**config.mk**
```make
export PLATFORM = sky130hd
export DESIGN_NAME = access_router
export DESIGN_NICKNAME = d
export VERILOG_FILES = /design/src/rtl/access_router_pkg.sv /design/src/rtl/access_router_channel_reg.sv /design/src/rtl/access_router.sv
export SDC_FILE = /design/constraint.sdc
export NUM_CORES = 1
export LEC_CHECK = 0
export ABC_AREA = 1
export CORE_AREA = 2 2 53 67
export CTS_CLUSTER_SIZE = 8
export DETAILED_ROUTE_END_ITERATION = 10
export DIE_AREA = 0 0 55 69
export PLACE_DENSITY = 0.81
export REMOVE_ABC_BUFFERS = 1
export SLEW_MARGIN = 30
export SYNTH_ARGS = -nofsm -noshare
export SYNTH_HDL_FRONTEND = slang
export SYNTH_SLANG_ARGS = --single-unit
```
**constraint.sdc**
```tcl
create_clock -name clock -period 2 [get_ports clock]
set_input_delay 0.4 -clock clock [delete_from_list [all_inputs] [get_ports clock]]
set_output_delay 0.4 -clock clock [all_outputs]
set_load 0.005 [all_outputs]
```
**src/rtl/access_router_pkg.sv**
```systemverilog
// Shared types and width helpers for the access router and its channel registers.
package access_router_pkg;

   typedef enum logic [2:0] {
      IDLE    = 3'd0,
      AUTH    = 3'd1,
      GRANT   = 3'd2,
      SESSION = 3'd3,
      LOCK    = 3'd4
   } state_t;

   localparam int unsigned DEF_DATA_W    = 8;
   localparam int unsigned DEF_TOKEN_W   = 3;
   localparam int unsigned DEF_NUM_CH    = 2;
   localparam int unsigned DEF_MAX_TRIES = 3;
   localparam int unsigned DEF_TIMEOUT   = 16;

   function automatic int unsigned clog2(input int unsigned n);
      int unsigned r;
      r = 0;
      while ((64'd1 << r) < 64'(n)) r++;
      return r;
   endfunction

   // Channel index width taken from the top of data_in.
   function automatic int unsigned sel_width(input int unsigned num_ch);
      return clog2(num_ch);
   endfunction

   // Fail counter must hold 0..MAX_TRIES inclusive.
   function automatic int unsigned cnt_width(input int unsigned max_tries);
      return clog2(max_tries + 1);
   endfunction

   function automatic int unsigned tmo_width(input int unsigned timeout);
      return clog2(timeout);
   endfunction

endpackage

```
**src/rtl/access_router_channel_reg.sv**
```systemverilog
// One channel data register: synchronous clear wins over load.
module channel_reg
   import access_router_pkg::*;
#(
   parameter int unsigned DATA_W = DEF_DATA_W
) (
   input  logic              clock,
   input  logic              clear,
   input  logic              load,
   input  logic [DATA_W-1:0] d,
   output logic [DATA_W-1:0] q
);

   always_ff @(posedge clock) begin
      if (clear)
         q <= '0;
      else if (load)
         q <= d;
   end

endmodule

```
**src/rtl/access_router.sv**
```systemverilog
// Token-authenticated router: AUTH/LOCK handling, session timeout, and routing
// of confirmed data words into per-channel registers.
module access_router
   import access_router_pkg::*;
#(
   parameter int unsigned DATA_W    = DEF_DATA_W,
   parameter int unsigned TOKEN_W   = DEF_TOKEN_W,
   parameter int unsigned NUM_CH    = DEF_NUM_CH,
   parameter int unsigned MAX_TRIES = DEF_MAX_TRIES,
   parameter int unsigned TIMEOUT   = DEF_TIMEOUT
) (
   input  logic                                clock,
   input  logic                                reset,
   input  logic                                request,
   input  logic                                confirm,
   input  logic [TOKEN_W-1:0]                  system_token,
   input  logic [TOKEN_W-1:0]                  user_token,
   input  logic [DATA_W-1:0]                   data_in,
   output logic [NUM_CH*DATA_W-1:0]            data_out,
   output logic [NUM_CH-1:0]                   ch_en,
   output logic [NUM_CH-1:0]                   wr_strobe,
   output logic                                wr_err,
   output logic                                granted,
   output logic                                locked,
   output logic [cnt_width(MAX_TRIES)-1:0]     fail_cnt
);

   localparam int unsigned SEL_W = sel_width(NUM_CH);
   localparam int unsigned CNT_W = cnt_width(MAX_TRIES);
   localparam int unsigned TMO_W = tmo_width(TIMEOUT);
   localparam logic [CNT_W-1:0] FAIL_MAX = CNT_W'(MAX_TRIES);
   localparam logic [TMO_W-1:0] TMO_LAST = TMO_W'(TIMEOUT - 1);

   state_t              state;
   logic [TMO_W-1:0]    tmo_cnt;
   logic [SEL_W-1:0]    sel;
   logic [NUM_CH-1:0]   sel_onehot;
   logic [NUM_CH-1:0]   load;
   logic                sel_enabled;
   logic                write_ok;
   logic                clear_ch;
   logic [CNT_W-1:0]    fail_next;
   logic [DATA_W-1:0]   ch_q [NUM_CH];

   assign sel         = data_in[DATA_W-1 -: SEL_W];
   assign sel_onehot  = NUM_CH'(1) << sel;
   assign sel_enabled = ch_en[sel];
   assign write_ok    = (state == SESSION) && request && confirm && sel_enabled;
   assign clear_ch    = reset || ((state == GRANT) && request);
   assign fail_next   = (fail_cnt == FAIL_MAX) ? fail_cnt : fail_cnt + 1'b1;

   always_comb begin
      load = '0;
      for (int unsigned k = 0; k < NUM_CH; k++)
         load[k] = write_ok && (sel == SEL_W'(k));
   end

   genvar g;
   generate
      for (g = 0; g < NUM_CH; g++) begin : g_ch
         channel_reg #(
            .DATA_W (DATA_W)
         ) u_channel_reg (
            .clock (clock),
            .clear (clear_ch),
            .load  (load[g]),
            .d     (data_in),
            .q     (ch_q[g])
         );
         assign data_out[g*DATA_W +: DATA_W] = ch_q[g];
      end
   endgenerate

   // Status outputs are updated alongside state so they track it without extra delay.
   always_ff @(posedge clock) begin
      if (reset) begin
         state     <= IDLE;
         ch_en     <= '0;
         wr_strobe <= '0;
         wr_err    <= 1'b0;
         granted   <= 1'b0;
         locked    <= 1'b0;
         fail_cnt  <= '0;
         tmo_cnt   <= '0;
      end else begin
         wr_strobe <= '0;
         wr_err    <= 1'b0;
         unique case (state)
            IDLE: begin
               if (request)
                  state <= AUTH;
            end
            AUTH: begin
               if (!request) begin
                  state <= IDLE;
                  ch_en <= '0;
               end else if (confirm) begin
                  if (user_token == system_token) begin
                     state    <= GRANT;
                     fail_cnt <= '0;
                  end else begin
                     fail_cnt <= fail_next;
                     if (fail_next == FAIL_MAX) begin
                        state  <= LOCK;
                        locked <= 1'b1;
                     end
                  end
               end
            end
            GRANT: begin
               if (!request) begin
                  state <= IDLE;
                  ch_en <= '0;
               end else begin
                  state   <= SESSION;
                  ch_en   <= '1;
                  tmo_cnt <= '0;
                  granted <= 1'b1;
               end
            end
            SESSION: begin
               if (!request) begin
                  state   <= IDLE;
                  ch_en   <= '0;
                  granted <= 1'b0;
               end else if (confirm) begin
                  tmo_cnt <= '0;
                  if (sel_enabled) begin
                     wr_strobe <= load;
                     ch_en     <= sel_onehot;
                  end else begin
                     wr_err <= 1'b1;
                  end
               end else if (tmo_cnt == TMO_LAST) begin
                  state   <= IDLE;
                  ch_en   <= '0;
                  granted <= 1'b0;
               end else begin
                  tmo_cnt <= tmo_cnt + 1'b1;
               end
            end
            LOCK: begin
               locked <= 1'b1;
            end
            default: begin
               state   <= IDLE;
               ch_en   <= '0;
               granted <= 1'b0;
               locked  <= 1'b0;
            end
         endcase
      end
   end

endmodule
```
* Word level (Yosys, flattened, before mapping)
Cells that the tools add are included. W data, S select, Z words.
Word-level totals: memory bits (read-only) 0, output and inout bits 25, input port bits 18, bits in latches 0, memory bits (writable) 0, memories kept 0, register bits after elaboration 32, word-level logic and storage cells 103
Cells by class: shift-type cells 1, reductions and logical operators 20, muxes and demuxes 37, eq/ne operators 23, $mul 0, divide/modulo/power cells 0, $lt $le $gt $ge 1, bitwise logic cells 9, $add $sub $neg 2
Operators with widths (count):
- $mux W3 | 8
- $mux W2 | 9
- $mux W4 | 4
- $ne A2 B2 Y1 const B | 8
- $pmux W3 S5 | 1
- $reduce_and A4 Y1 | 3
- $mux W1 | 11
- $ne A3 B3 Y1 const B | 3
- $not A1 Y1 | 9
- $ne A4 B4 Y1 const B | 2
- $pmux W2 S4 | 1
- $pmux W4 S2 | 1
- $eq A3 B2 Y1 const B | 2
- $logic_and A1 B1 Y1 | 6
- $pmux W1 S3 | 2
- $reduce_and A6 Y1 | 1
- $reduce_or A3 Y1 | 2
- $reduce_and A5 Y1 | 1
- $reduce_or A5 Y1 | 1
- $add A4 B1 Y4 const B | 1
- $eq A2 B2 Y1 const B | 2
- $eq A4 B4 Y1 const B | 1
- $ne A4 B3 Y1 const B | 1
- $reduce_or A4 Y1 | 1
- 12 further kinds | 12

* Longest topological paths before layout
Gate-level depths: netlist (run 1).
depth in word-level cells 8, depth in mapped cells 9, depth with buffers taken out 9

* Hierarchy
A second synthesis (run 1) with hierarchy kept.
Second synthesis, totals: cells, all modules 253, area total of the unflattened synthesis 1621.6 µm²
By module, submodules not included:
- access_router | seq. area each 320.3 µm², instances 1, area an instance 938.4 µm², cells each 151
- channel_reg | seq. area each 160.2 µm², instances 2, area an instance 341.6 µm², cells each 51

* Least setup slack after synthesis (run 1)
No wires, ideal clock.
path type register to register, start point register state[0], end point register g_ch[1].u_channel_reg.q[6], period minus slack after synthesis 1.292 ns, slack 0.708 ns, data required time 1.879 ns, data arrival time 1.171 ns, stages on the path, launching flop included 7, buffers on the path 1, library setup time 0.121 ns, cell sequence dfxtp_1 > nand2_2 > nor3_4 > nand2_4 > buf_6 > nor2_1 > a211oi_2
Between the ends: cells in the longest elaborated chain, start to end 5, elaborated cells on any way between the ends 8, those cells by class eq/ne (2); reduce/logical (6)
RTL lines:
- start, declared | RTL line access_router.sv:34 | state_t state;
- start signal, assigned | RTL line access_router.sv:77 | state <= IDLE;
- start signal, assigned | RTL line access_router.sv:91 | state <= AUTH;
- start signal, assigned | RTL line access_router.sv:95 | state <= IDLE;
- $eq A3 B2 Y1 | RTL line access_router.sv:48 | assign write_ok = (state == SESSION) && request && confirm && sel_enabled;
- $logic_and A1 B1 Y1 (3 in a row) | RTL line access_router.sv:48
- $logic_and A1 B1 Y1 | RTL line access_router.sv:55 | load[k] = write_ok && (sel == SEL_W'(k));
- end signal, assigned | RTL line access_router_channel_reg.sv:16 | q <= '0;
- end signal, assigned | RTL line access_router_channel_reg.sv:18 | q <= d;
- end, declared | RTL line access_router_channel_reg.sv:11 | output logic [DATA_W-1:0] q
Several ways; a longest one is shown, not always the timed one. A chain may end at the register's enable or synchronous reset.

* Worst setup path after layout (run 1)
start point input port confirm, end point register g_ch[0].u_channel_reg.q[1]
Between the ends: cells in the longest elaborated chain, start to end 3
RTL lines:
- start, declared | RTL line access_router.sv:15 | input logic confirm,
- $logic_and A1 B1 Y1 (2 in a row) | RTL line access_router.sv:48
- $logic_and A1 B1 Y1 | RTL line access_router.sv:55
- end signal, assigned | RTL line access_router_channel_reg.sv:16
- end signal, assigned | RTL line access_router_channel_reg.sv:18
- end, declared | RTL line access_router_channel_reg.sv:11
Every way passes these cells.

==> results.yml, run 1 <==
detailed_routing:
  wl_per_cell_um: 11.0
  drt_iter0_drc: 31
  avgViaCountPerCell: 4.84
  vias: 1461
  drc: 0
  routed_wl_mm: 3.31
  drt_pass1_iterations: 4
  ant_nets: 0
timing:
  period_needed_ns: 1.66
  slew_headroom: 0.793
  maxSlewViolCount: 0
  skew_ns: 0.00899
  rsz0062_at_grt: "false"
  hold_viol: 0
  period_share: 0.831
  tns_ns: 0
  worst_pin_slew_ns: 0.310
  setup_violations: 0
  max_freq_mhz: 602
die:
  die_w_um: 55
  top_level_ports: 43
  die_y_um: 69
  core_um2: 3170
  die_area_um2: 3800
  initial_core_util: 0.482
  num_rows: 23
clocking:
  cts_tree: "built"
  cts.path.max_buffers: 2
  worstSkewPairLatency_ns: 0.30
  cts.sinks: 32
  clkTransAtPathRegs_ns: 0.08
  cts_buffers: 5
  post_cts_resized: 0
  post-cts-setup-buffers: 0
  cts_root_buf: "clkbuf_8"
  htreeDepth: 2
  holdBufCountCts: 0
placed_design:
  portBuffers: 42
  place_congestion: 0.929
  placedInstanceArea_um2: 2000
  hpwl_mm: 2.46
worst_hold_path:
  hold_class: "reg -> reg"
grt:
  grt_pass1_wl_mm: 5.42
  grt_max_degree: 17
  antenna_found_initial: 0
  use_met1: 0.207
  grt_usage: 0.190
  grt_pass1_vias: 1329
  grt_util_met3: 0.0823
  grt_util_met2: 0.312
  grt-ovfl-total: 0
  top_usage_layer: "met2"
synth:
  netlist_area_um2: 1530
  synth-seq-area-share: 0.420
  synth_warnings: 0
  ys_ff_latch: 32
  synth.avg_cell_area_um2: 7.13
  synth.distinct_cells: 25
  synthCells: 214
outcome:
  status: "completed"
finish:
  layout-drive-gt1-share: 0.125
  final_area_um2: 2090
  n_antenna_cell: 0
  fillers: 286
  seq_area_um2: 641
  multi_input_area_um2: 751
  final_nets: 283
  area_growth_pct: 37.1
power_and_ir_drop:
  power_density_nw_per_um2: 624
  ir_worst_vdd_v: 0.000556
  leakagePower_nw: 0.874
  power.total_mw: 1.31
setup_path:
  worstSetupStartpointType: "input pin"
  critPathKind: "in -> reg"
  critPathArrivalTime_ns: 1.89
  cp_max_fo: 10
  required_ns: 2.23
  cp-end-kind: "flop"
flow_run:
  cap_violations: 0
-- power by group --
group / switching [mW] / internal, mW
sequential: 0.00836 / 0.645
combinational: 0.0659 / 0.0650
clock: 0.275 / 0.246
total: 0.350 / 0.956
-- layer usage --
| metal | wire length (um) | vias to the layer above |
|---|---|---|
| li1 | - | 773 |
| met1 | 1340 | 630 |
| met2 | 1600 | 54 |
| met3 | 332 | 4 |
| met4 | 48 | 0 |
| met5 | 0 | - |
-- synthesized netlist by cell type (all sizes together) --
| cell type | instances | area, um^2 |
|---|---|---|
| nand2 | 61 | 261 |
| buf | 3 | 22.5 |
| a211oi | 7 | 87.6 |
| nor3 | 5 | 41.3 |
| a21oi | 18 | 90.1 |
| inv | 30 | 113 |
| xnor2 | 1 | 8.76 |
| ha | 1 | 12.5 |
| nand3b | 1 | 7.51 |
| nor2 | 37 | 141 |
| and3 | 1 | 6.26 |
| dfxtp | 32 | 641 |
| nand3 | 10 | 55.1 |
| o21a | 1 | 7.51 |
| o21ai | 5 | 25.0 |
| nand4 | 1 | 6.26 |
-- final timing paths --
check | start | endpoint | slack (ns) | depth (start not counted)
worst max-delay path | confirm | g_ch[0].u_channel_reg.q[1] | 0.34 | 7
worst min-delay path | g_ch[0].u_channel_reg.q[7] | g_ch[0].u_channel_reg.q[7] | 0.44 | 2
worst max register to register | state[1] | g_ch[0].u_channel_reg.q[1] | 0.55 | 6
worst min register to register | g_ch[0].u_channel_reg.q[7] | g_ch[0].u_channel_reg.q[7] | 0.44 | 2
-- critical path, cell delays in order --
cell,delay (ns)
clkdlybuf4s50_1,0.55
nand2_2,0.11
nor3_4,0.31
nand2_4,0.15
inv_2,0.14
nand2_1,0.08
a21oi_1,0.14
-- metrics by stage --
step	util	hold WS (ns)	std cells	setup WS, ns
global placement	0.632	0.432	294	0.113
floorplan	-	0.435	211	0.751
global route	0.661	0.468	302	0.244
finish	0.661	0.443	302	0.338
CTS	0.661	0.444	302	0.323
detailed placement	0.632	0.433	294	0.0520
-- cell type report --
| type | count | area share |
|---|---|---|
| clock buffer | 5 | 0.0329 |
| clock inverter | 3 | 0.0114 |
| inverter | 30 | 0.0538 |
| multi-input combinational | 149 | 0.359 |
| sequential | 32 | 0.306 |
| tap | 37 | 0.0221 |
| timing repair buffer | 46 | 0.215 |
-- flip-flops by register name, summed over array words and instances (netlist names) --
name                  count
state                     3
wr_strobe                 2
fail_cnt                  2
ch_en                     2
g_ch.u_channel_reg.q     16
wr_err                    1
granted                   1
locked                    1
tmo_cnt                   4
-- layout by cell type (no fill, tap or decap) --
master and n:
nand3b_1 1, o21ai_0 5, nand4_1 1, inv_1 27
a21oi_1 18, nand2_1 54, xnor2_1 1, o21a_1 1
nor3_2 1, nand3_1 9, nor2_2 1, and3_1 1
clkinv_4 1, nor3_1 3, nand3_2 1, nor2_1 36
inv_2 3, clkinvlp_4 2, clkbuf_8 5, buf_4 4
nand2_2 4, a211oi_2 7, nand2_4 3, clkdlybuf4s50_1 42
dfxtp_1 32, ha_1 1, nor3_4 1
-- kinds of logic after synthesis --
group                      after synthesis  share of synthesized area
DFF                                     32                      0.420
adders and majority gates                1                    0.00820
and+or+nand+nor                        116                      0.340
xor gates and xnor gates                 1                    0.00574
buffers and inverters                   33                     0.0885
AOI/OAI and AO/OA                       31                      0.138
Note: power is estimated with default switching activity, not from simulation.
==> run 2, diff against run 1 <==
--- a/config.mk
+++ b/config.mk
@@ -6,11 +6,11 @@
 export NUM_CORES = 1
 export LEC_CHECK = 0
 export ABC_AREA = 1
-export CORE_AREA = 2 2 53 67
+export CORE_AREA = 2 2 54 69
 export CTS_CLUSTER_SIZE = 8
 export DETAILED_ROUTE_END_ITERATION = 10
-export DIE_AREA = 0 0 55 69
-export PLACE_DENSITY = 0.81
+export DIE_AREA = 0 0 56 71
+export PLACE_DENSITY = 0.77
 export REMOVE_ABC_BUFFERS = 1
 export SLEW_MARGIN = 30
 export SYNTH_ARGS = -nofsm -noshare
==> constraint.sdc (replaced) <==
create_clock -name clock -period 1.7 [get_ports clock]
set_input_delay 0.34 -clock clock [delete_from_list [all_inputs] [get_ports clock]]
set_output_delay 0.34 -clock clock [all_outputs]
set_load 0.005 [all_outputs]
==> results.yml, run 2 (same netlist as run 1, synthesis figures left out) <==
timing:
  max_freq_mhz: 667
  period_share: 0.881
  setup_violations: 0
  timing.final.ws_setup_ns: 0.202
  maxSlewViolCount: 0
  hold_viol: 0
  rsz0062_at_grt: "false"
  skew_ns: 0.0123
  tns_ns: 0
  worst_pin_slew_ns: 0.294
  slew_headroom: 0.804
  period_needed_ns: 1.50
placed_design:
  hpwl_mm: 2.54
  portBuffers: 42
  place_congestion: 0.872
  place_ws_ns: -0.105
  dp_cells: 307
clocking:
  cts.sinks: 32
  cts_tree: "built"
  clkTransAtPathRegs_ns: 0.06
  post-cts-setup-buffers: 0
  htreeDepth: 2
  holdBufCountCts: 0
  cts.path.max_buffers: 2
  post_cts_resized: 0
  cts_root_buf: "clkbuf_8"
  cts_buffers: 5
  worstSkewPairLatency_ns: 0.29
finish:
  fillers: 299
  n_antenna_cell: 0
  multi_input_area_um2: 751
  reg_top3: "g_ch.u_channel_reg.q (16), tmo_cnt (4), state (3)"
  largest-register: "g_ch.u_channel_reg.q"
  layout_commonest_cell: "nand2_1"
  fin_util: 0.652
  seq_area_um2: 641
  final_nets: 294
  largest_reg_flops: 16
  area_growth_pct: 43.7
  final_cell_mix: "54 x nand2_1, 42 x clkdlybuf4s50_1, 36 x nor2_1"
  stdcell_count: 315
  layout-drive-gt1-share: 0.156
grt:
  grt_usage: 0.174
  grt-ovfl-total: 0
  grt_pass1_wl_mm: 5.46
  grt_pass1_vias: 1362
  grt_max_degree: 17
  antenna_found_initial: 0
setup_path:
  worstSetupStartpointType: "input pin"
  cp-end-kind: "flop"
  critPathArrivalTime_ns: 1.66
  r2r-start: "state[2]"
  critPathKind: "in -> reg"
  required_ns: 1.86
  cp_max_fo: 16
  cp-startpoint: "request"
power_and_ir_drop:
  leakagePower_nw: 0.938
  ir_worst_vdd_v: 0.00110
  power_density_nw_per_um2: 751
die:
  die_y_um: 71
  core_um2: 3360
  top_level_ports: 43
  die_w_um: 56
  die_area_um2: 3980
  initial_core_util: 0.454
  num_rows: 24
detailed_routing:
  routed_wl_mm: 3.24
  vias: 1498
  wl_per_cell_um: 10.3
  avgViaCountPerCell: 4.76
  ant_nets: 0
  drc: 0
  drt_iter0_drc: 35
  drt_pass1_iterations: 4
flow_run:
  cap_violations: 0
worst_hold_path:
  hold_class: "reg -> reg"
  hold_path.startpoint: "g_ch[0].u_channel_reg.q[7]"
outcome:
  status: "completed"
[run 2: cell count changes in the layout (fill, tap and decap cells not counted), sizes merged]
cell	change
clkbuf	+1
clkinvlp	-2
bufinv	+1
buf	+11
[run 2: final timing paths]
check	end	slack [ns]	cells after the start
max	g_ch[1].u_channel_reg.q[0]	0.20	6
max reg2reg	ch_en[0]	0.26	9
min reg2reg	g_ch[0].u_channel_reg.q[7]	0.44	2
min	g_ch[0].u_channel_reg.q[7]	0.44	2
[run 2: routing by layer]
metal,vias up,GRT usage,wire [um]
li1,799,-,-
met5,-,0,0
met1,653,0.170,1260
met3,5,0.0768,275
met4,0,0.0847,51
met2,41,0.311,1650
[run 2: worst max-delay path, cell delays in order]
cell	delay, ns
clkdlybuf4s50_1	0.52
nand2_2	0.09
nor3_4	0.30
nand2_4	0.20
nor2_1	0.16
a211oi_2	0.05
[run 2: stage by stage]
step           area [um^2]  hold WS, ns  total power [mW]
2_1_floorplan         1500        0.409             0.857
3_3_place_gp          2090        0.429             0.951
3_5_place_dp          2090        0.428             0.954
4_1_cts               2190        0.442              1.67
5_1_grt               2190        0.471              1.71
6_report              2190        0.443              1.65
[run 2: layout make-up]
class,count,area share
Inverter,30,0.0513
Multi-Input combinational cell,149,0.342
Timing Repair Buffer,57,0.243
Sequential cell,32,0.292
Clock inverter,2,0.0160
Tap cell,39,0.0222
Clock buffer,6,0.0331
[run 2: report_power, final]
group          internal (mW)  total [mW]  leakage [nW]  switching, mW
sequential             0.759       0.769         0.258         0.0102
combinational         0.0865       0.166         0.625         0.0799
clock                  0.435       0.711        0.0552          0.277
total                   1.28        1.65         0.938          0.367
==> run 3, diff against run 2 <==
==> constraint.sdc (replaced) <==
create_clock -name clock -period 1.47 [get_ports clock]
set_input_delay 0.294 -clock clock [delete_from_list [all_inputs] [get_ports clock]]
set_output_delay 0.294 -clock clock [all_outputs]
set_load 0.005 [all_outputs]
==> results.yml, run 3 (same netlist as run 1, synthesis figures left out) <==
outcome:
  status: "completed"
setup_path:
  slowest_delay_ns: 0.51
  critPathKind: "reg -> out"
  reg2reg_slack_ns: 0.13
  r2r_cells: 7
  cpLargestDelayFamily: "buffers and inverters"
  crit_chain: "clkdlybuf4s50_1"
  cpMaxStageDelayCell: "clkdlybuf4s50_1"
  crit_buf_inv: 1
  cp-startpoint: "g_ch[1].u_channel_reg.q[5]"
  critPathArrivalTime_ns: 1.13
  worstSetupStartpointType: "flop"
  r2r_end: "state[1]"
  cp-end-kind: "output port"
  r2r-start: "tmo_cnt[0]"
  required_ns: 1.18
  cp_max_fo: 2
detailed_routing:
  vias: 1526
  avgViaCountPerCell: 4.77
  drt_pass1_iterations: 4
  drt_iter0_drc: 20
  ant_nets: 0
  wl_per_cell_um: 10.9
  drc: 0
  routed_wl_mm: 3.48
grt:
  grt_max_degree: 17
  antenna_found_initial: 0
  grt_pass1_vias: 1398
  grt_pass1_wl_mm: 5.87
  grt_usage: 0.190
  grt-ovfl-total: 0
placed_design:
  placedInstanceArea_um2: 2120
  place_congestion: 0.805
  place_ws_ns: -0.318
  portBuffers: 42
  hpwl_mm: 2.52
flow_run:
  cap_violations: 0
power_and_ir_drop:
  power_density_nw_per_um2: 810
  p_seq_frac: 0.487
  netSwitchingPower_mw: 0.428
  ir_worst_vdd_v: 0.000854
  power.total_mw: 1.83
  clockPowerShare: 0.403
  p_comb_frac: 0.109
  p_sw_frac: 0.234
  leakagePower_nw: 0.996
  internal_power_mw: 1.40
finish:
  layout_commonest_cell: "nand2_1"
  final_area_um2: 2260
  n_antenna_cell: 0
  largest_reg_flops: 16
  layout-drive-gt1-share: 0.203
  reg_top3: "g_ch.u_channel_reg.q (16), tmo_cnt (4), state (3)"
  final_nets: 300
  final_cell_mix: "54 x nand2_1, 39 x clkdlybuf4s50_1, 35 x nor2_1"
  area_growth_pct: 48.0
  largest-register: "g_ch.u_channel_reg.q"
clocking:
  cts_buffers: 5
  cts.path.max_buffers: 2
  clkTransAtPathRegs_ns: 0.06
  cts.sinks: 32
  worstSkewPairLatency_ns: 0.29
  holdBufCountCts: 0
  cts_root_buf: "clkbuf_8"
  htreeDepth: 2
  cts_tree: "built"
die:
  initial_core_util: 0.454
  num_rows: 24
  die_area_um2: 3980
  die_y_um: 71
  top_level_ports: 43
  core_um2: 3360
  die_w_um: 56
timing:
  hold_viol: 0
  skew_ns: 0.00455
  maxSlewViolCount: 0
  period_needed_ns: 1.43
  timing.final.ws_setup_ns: 0.0425
  worst_pin_slew_ns: 0.266
  rsz0062_at_grt: "false"
  max_freq_mhz: 701
  setup_violations: 0
  period_share: 0.971
  slew_headroom: 0.823
  tns_ns: 0
worst_hold_path:
  holdPathStages: 2
  min_to: "g_ch[0].u_channel_reg.q[7]"
  hold_class: "reg -> reg"
  hold_path.startpoint: "g_ch[0].u_channel_reg.q[7]"
run 3: cell count changes in the layout (fill, tap and decap cells not counted), moves of 2 or more:
cell,previous run,this run
buf_4,15,19
dlymetal6s2s_1,0,3
clkdlybuf4s50_1,42,39
dfxtp_2,0,6
dfxtp_1,32,26
clkbuf_8,5,7
run 3: worst max path at each step:
| stage | endpoint | slack (ns) | depth (start not counted) |
|---|---|---|---|
| after floorplan | g_ch[1].u_channel_reg.q[0] | 0.22 | 5 |
| after global placement | state[0] | -0.26 | 8 |
| after detailed placement | g_ch[1].u_channel_reg.q[6] | -0.32 | 6 |
| after CTS | ch_en[0] | 0.02 | 1 |
| after global routing | data_out[9] | 0.006 | 1 |
| final | data_out[13] | 0.04 | 1 |
run 3: final cells by class:
class	instances	area [um^2]
inverter	30	113
tap	39	48.8
sequential	32	648
clock buffer	7	96.3
multi-input combinational	150	762
fill	296	1100
timing repair buffer	62	591
run 3: power by group through the flow:
stage / logic, mW / registers [mW] / clock network [mW]
global route: 0.226 / 0.893 / 0.784
finish: 0.200 / 0.892 / 0.738
floorplan: 0.0833 / 0.908 / 0
global placement: 0.197 / 0.909 / 0
CTS: 0.200 / 0.891 / 0.753
detailed placement: 0.198 / 0.909 / 0
run 3: metal layers:
metal	part of all wire	vias up	global-route usage
met4	0.023	0	0.0952
met3	0.069	8	0.0731
li1	-	810	-
met2	0.50	36	0.333
met5	0	-	0
met1	0.41	672	0.196
run 3: repair_timing:
action / 4_1_cts / 5_1_grt
gates resized for setup: 1 / 11
gates cloned: 1 / 0
buffers inserted: 1 / 0
endpoints found under the setup margin: 3 / 27
pin swaps: 2 / 4
run 3: stage by stage:
stage          hold WS, ns   util  instances
2_1_floorplan        0.363      -        211
3_3_place_gp         0.429  0.629        311
3_5_place_dp         0.427  0.629        311
4_1_cts              0.441  0.666        320
5_1_grt              0.465  0.672        320
6_report             0.438  0.672        320
